[config.mk]
export PLATFORM = sky130hd
export DESIGN_NAME = uart_tx_fifo_drain
export DESIGN_NICKNAME = d
export VERILOG_FILES = /design/src/rtl/uart_tx_fifo_drain.sv
export SDC_FILE = /design/constraint.sdc
export NUM_CORES = 1
export LEC_CHECK = 0
export CORE_AREA = 2 2 58 60
export CTS_CLUSTER_SIZE = 16
export DETAILED_ROUTE_END_ITERATION = 10
export DIE_AREA = 0 0 60 62
export GPL_ROUTABILITY_DRIVEN = 0
export SLEW_MARGIN = 20
export SYNTH_ARGS = -nofsm -noshare
export SYNTH_HDL_FRONTEND = slang
export SYNTH_SLANG_ARGS = --single-unit
[constraint.sdc]
create_clock -name clk -period 2.1 [get_ports clk]
set_input_delay 0.525 -clock clk [delete_from_list [all_inputs] [get_ports clk]]
set_output_delay 0.525 -clock clk [all_outputs]
set_load 0.02 [all_outputs]
[src/rtl/uart_tx_fifo_drain.sv]
`timescale 1ns/1ps
// UART transmitter that pops words from the read side of the CDC FIFO and
// serialises each one as start bit, DATA_WIDTH data bits (LSB first) and
// STOP_BITS stop bits. Exactly one FIFO request is outstanding at a time.
module uart_tx_fifo_drain #(
  parameter int DATA_WIDTH     = 8,
  parameter int CLOCKS_PER_BIT = 868,
  parameter int STOP_BITS      = 1
) (
  input  logic                  clk,
  input  logic                  reset,
  input  logic [DATA_WIDTH-1:0] fifo_data,
  input  logic                  fifo_empty,
  input  logic                  fifo_valid,
  output logic                  fifo_req,
  output logic                  uart_txd,
  output logic                  busy
);

  localparam int STOP_CYCLES = CLOCKS_PER_BIT * STOP_BITS;
  localparam int BAUD_W      = (STOP_CYCLES > 1) ? $clog2(STOP_CYCLES) : 1;
  localparam int BIT_W       = (DATA_WIDTH > 1) ? $clog2(DATA_WIDTH) : 1;

  localparam logic [BAUD_W-1:0] BAUD_BIT_LAST  = BAUD_W'(CLOCKS_PER_BIT - 1);
  localparam logic [BAUD_W-1:0] BAUD_STOP_LAST = BAUD_W'(STOP_CYCLES - 1);
  localparam logic [BIT_W-1:0]  BIT_LAST       = BIT_W'(DATA_WIDTH - 1);

  typedef enum logic [2:0] {
    S_IDLE,
    S_WAIT_DATA,
    S_START,
    S_DATA,
    S_STOP
  } state_t;

  state_t                  state_q, state_d;
  logic                    req_q, req_d;
  logic                    txd_q, txd_d;
  logic [BAUD_W-1:0]       baud_q, baud_d;
  logic [BIT_W-1:0]        bit_q, bit_d;
  logic [DATA_WIDTH-1:0]   shift_q, shift_d;

  // Next-state logic: request/accept handshake, then bit sequencing on the baud counter
  always_comb begin
    state_d = state_q;
    req_d   = 1'b0;
    txd_d   = txd_q;
    baud_d  = baud_q;
    bit_d   = bit_q;
    shift_d = shift_q;
    case (state_q)
      S_IDLE: begin
        txd_d = 1'b1;
        // fifo_empty is only looked at here, so a stale flag later cannot double-pop
        if (!fifo_empty) begin
          req_d   = 1'b1;
          state_d = S_WAIT_DATA;
        end
      end
      S_WAIT_DATA: begin
        if (fifo_valid) begin
          shift_d = fifo_data;
          txd_d   = 1'b0;
          baud_d  = '0;
          state_d = S_START;
        end
      end
      S_START: begin
        if (baud_q == BAUD_BIT_LAST) begin
          txd_d   = shift_q[0];
          shift_d = shift_q >> 1;
          bit_d   = '0;
          baud_d  = '0;
          state_d = S_DATA;
        end else begin
          baud_d = baud_q + 1'b1;
        end
      end
      S_DATA: begin
        if (baud_q == BAUD_BIT_LAST) begin
          baud_d = '0;
          if (bit_q == BIT_LAST) begin
            txd_d   = 1'b1;
            state_d = S_STOP;
          end else begin
            bit_d   = bit_q + 1'b1;
            txd_d   = shift_q[0];
            shift_d = shift_q >> 1;
          end
        end else begin
          baud_d = baud_q + 1'b1;
        end
      end
      S_STOP: begin
        if (baud_q == BAUD_STOP_LAST) begin
          baud_d  = '0;
          state_d = S_IDLE;
        end else begin
          baud_d = baud_q + 1'b1;
        end
      end
      default: begin
        state_d = S_IDLE;
        txd_d   = 1'b1;
      end
    endcase
  end

  // Control registers; reset abandons any word in flight and idles the line high
  always_ff @(posedge clk) begin
    if (reset) begin
      state_q <= S_IDLE;
      req_q   <= 1'b0;
      txd_q   <= 1'b1;
      baud_q  <= '0;
      bit_q   <= '0;
    end else begin
      state_q <= state_d;
      req_q   <= req_d;
      txd_q   <= txd_d;
      baud_q  <= baud_d;
      bit_q   <= bit_d;
    end
  end

  // Data shift register; contents are don't-care until loaded in WAIT_DATA
  always_ff @(posedge clk) begin
    shift_q <= shift_d;
  end

  assign fifo_req = req_q;
  assign uart_txd = txd_q;
  assign busy     = (state_q != S_IDLE);

endmodule

==> results.md <==
* Yosys warns at 0
* Setup_tns at 0 ns
* Post-Syn Nets at approximately 170
* Iteration-0 DRC Markers at 42
* Post-route ant nets at 0
* Switching power at approximately 0.24 mW
* Peak supply drop at approximately 0.22 mV
* #FFs+latches synth at 26
* Max-cap violations at 0
* Die area at 3720 um2
* Hold Path Class: reg -> reg
* Endpoints failing setup at 0
* # port buffers at 14
* Int Power at ~0.7 mW
* Slew Limit Fails at 0
* Critical Path, Cell by Cell: or3_1 -> dlygate4sd2_1
* Sequential element share of the synthesized area at a little under half
* Largest net degree at the start of global routing at 17
* Crit Path Class: reg -> out
* Post-synth top area share at 27.4%
* Top-count cell post-synth: nand2_1
* Slew @ Worst Pin at just under 0.5 ns
* Syn_area_per_cell at roughly 8.4 um2
* Hold-fix buffer count after cts at 0
* Syn Inst Count at ~160
* Combinational power share at between 10% and 20%
* R2r worst-path depth at 5
* Share of layout cells above drive strength 1 at a little over a tenth
* Post-synth cell types at 33
* Remaining DRCs at 0
* Slew HR at approximately two thirds
* Layout Area Growth over Synthesis at 21.5%
* Sw Share at approximately 25%
* Worst setup EP type: output port
* Diodes inserted at 0
* Worst-path clk slew at about 0.14 ns
* First-pass GRT wire length at 4.75 mm
* Clock Path Buffers at 2
* Top cells by area, synth: dfxtp_1 (27%), edfxtp_1 (18%), nand2_1 (8.3%)
* Status: complete, no violations
* Fin crit period at 1.92 ns
* Wire per inst at ~12 um
* Post-CTS setup buffers at 0
* CTS Root Buffer Type: clkbuf_4
* Pwr dens at 595 nW/um2
* H-Tree Depth at 1
* Vias at about 1,100
* Hold-critical path depth at 2
* FP Rows at 21
* Critical path fanouts, max at 4
* Worst Path Required at around 1.6 ns
* Clock network fraction of design power at a little over a quarter
* GRT Total Usage at ~17%
* Register share of total power at between 50 and 60%
* Die W at ~60 um
* Total Wirelength at between 2 and 3 mm
* IO Count at 15
* Slowest-stage cell, CP: or3_1
* Crit path launch type: register
* Biggest area consumer among synthesized cells: dfxtp_1
* Async set-reset flop share out of synthesis at 0%
* Die height at between 60 and 70 um
* Synth Flop Type: dfxtp_1
* Initial core utilization at about two fifths
* Clock latency on the worst-skew pair at 0.33 ns
* Grt ovf at 0
* Clock Skews at between 0.002 and 0.0025 ns
* Vias per cell at around 5
* Total leakage power at between 0.5 and 0.6 nW
* Clock buffer count from CTS at 3
* Core ar. at roughly 3200 um2
* Non-Filler Instances at 222
* Top post-synthesis cells by count: nand2_1 (29), dfxtp_1 (18), nor2_1 (14)
* Final Hold Vio Count at 0
* Critical Path Max Stage Delay at roughly 0.37 ns
* CTS sink count at 26
* Number of synthesized flops with an enable pin at 8
* Final period utilization at approximately nine tenths
* Vias in the first global route at around 1,100
* CTS tree: built
* HPWL Detailed at 2.04 mm
* Fmax at 0.521 GHz
* Drt pass-1 iters at 4
* Arrival time of the worst setup path at around 1.4 ns
* Layout Nets at ~190
* Synthesized area at roughly 1300 um2
* RSZ-0062 raised after global routing: no
* Initial antenna violation count at 0
* DP Cell Count at between 200 and 250
==> power groups by stage <==
stage               clock network (mW)  logic [mW]  registers (mW)
floorplan                            0      0.0829           0.557
global placement                     0       0.146           0.556
detailed placement                   0       0.148           0.557
CTS                              0.266       0.147           0.546
global route                     0.286       0.165           0.548
finish                           0.259       0.145           0.546
==> what timing repair did <==
item / in CTS / in global routing
gates resized for setup: 1 / 0
hold endpoints to repair: 0 / 0
endpoints found under the setup margin: 1 / 0
==> layout by cell type (no fill, tap or decap), drive strengths merged, types with 3 or more instances in the layout <==
cell	count
o21ai	9
a21oi	9
clkbuf	4
nor3	5
dfxtp	18
clkdlybuf4s50	13
or3	10
nor2	14
nand3	10
nand2	29
buf	12
mux2i	3
edfxtp	8
xnor2	3
ha	3
==> cell type report <==
class                      instances  area (um2)
fill                             310        1580
timing repair buffer              26         229
sequential                        26         601
multi-input combinational        120         673
tap                               46        57.6
clock buffer                       4        36.3
==> through the flow <==
step	cell area (um2)	hold slack, ns	total power [mW]	util, %	setup slack, ns
after global placement	1560	0.463	0.702	49.1	0.00908
after CTS	1600	0.504	0.960	50.2	0.161
after floorplan	1310	0.453	0.640	-	0.263
final	1600	0.495	0.950	50.2	0.182
after detailed placement	1560	0.484	0.706	49.1	-0.0307
after global routing	1600	0.542	0.999	50.2	0.102
==> critical path, delay by kind of cell (launching register included) <==
family / cells / cell delay, ns
AND/OR/NAND/NOR: 1 / 0.37
flip-flops: 1 / 0.36
buffers and inverters: 1 / 0.33
==> routing by layer <==
layer / vias to the layer above / part of all wire (%) / global-route usage [%] / routed length (um)
met2: 15 / 50 / 31.8 / 1350
met3: 5 / 2.6 / 2.48 / 69
met1: 530 / 46 / 19.9 / 1240
met4: 0 / 1.7 / 6.67 / 45
met5: - / 0 / 0 / 0
li1: 593 / - / - / -
==> path summary, 6_finish.rpt <==
check / slack (ns) / from / endpoint
setup / recovery: 0.18 / state_q[0] / busy
hold / removal: 0.50 / bit_q[1] / bit_q[1]
setup reg to reg: 0.23 / baud_q[0] / bit_q[1]
hold reg to reg: 0.50 / bit_q[1] / bit_q[1]
==> logic make-up (layout without fill, tap and decap cells) <==
kind of cell	after synthesis	count (layout)	share of synthesized area, %
AO/OA/AOI/OAI	29	29	13.2
XOR/XNOR	5	5	3.33
adder cells (fa/ha/maj)	3	3	2.86
buffers and inverters	10	30	3.05
flip-flops	26	26	45.7
multiplexers	3	3	2.29
AND/OR/NAND/NOR	80	80	29.5
==> state kept, by name (all words and copies together), names as in the netlist <==
signal	cells
shift_q	8
state_q	3
uart_txd	1
baud_q	10
fifo_req	1
bit_q	3
Note: power is estimated with default switching activity, not from simulation.
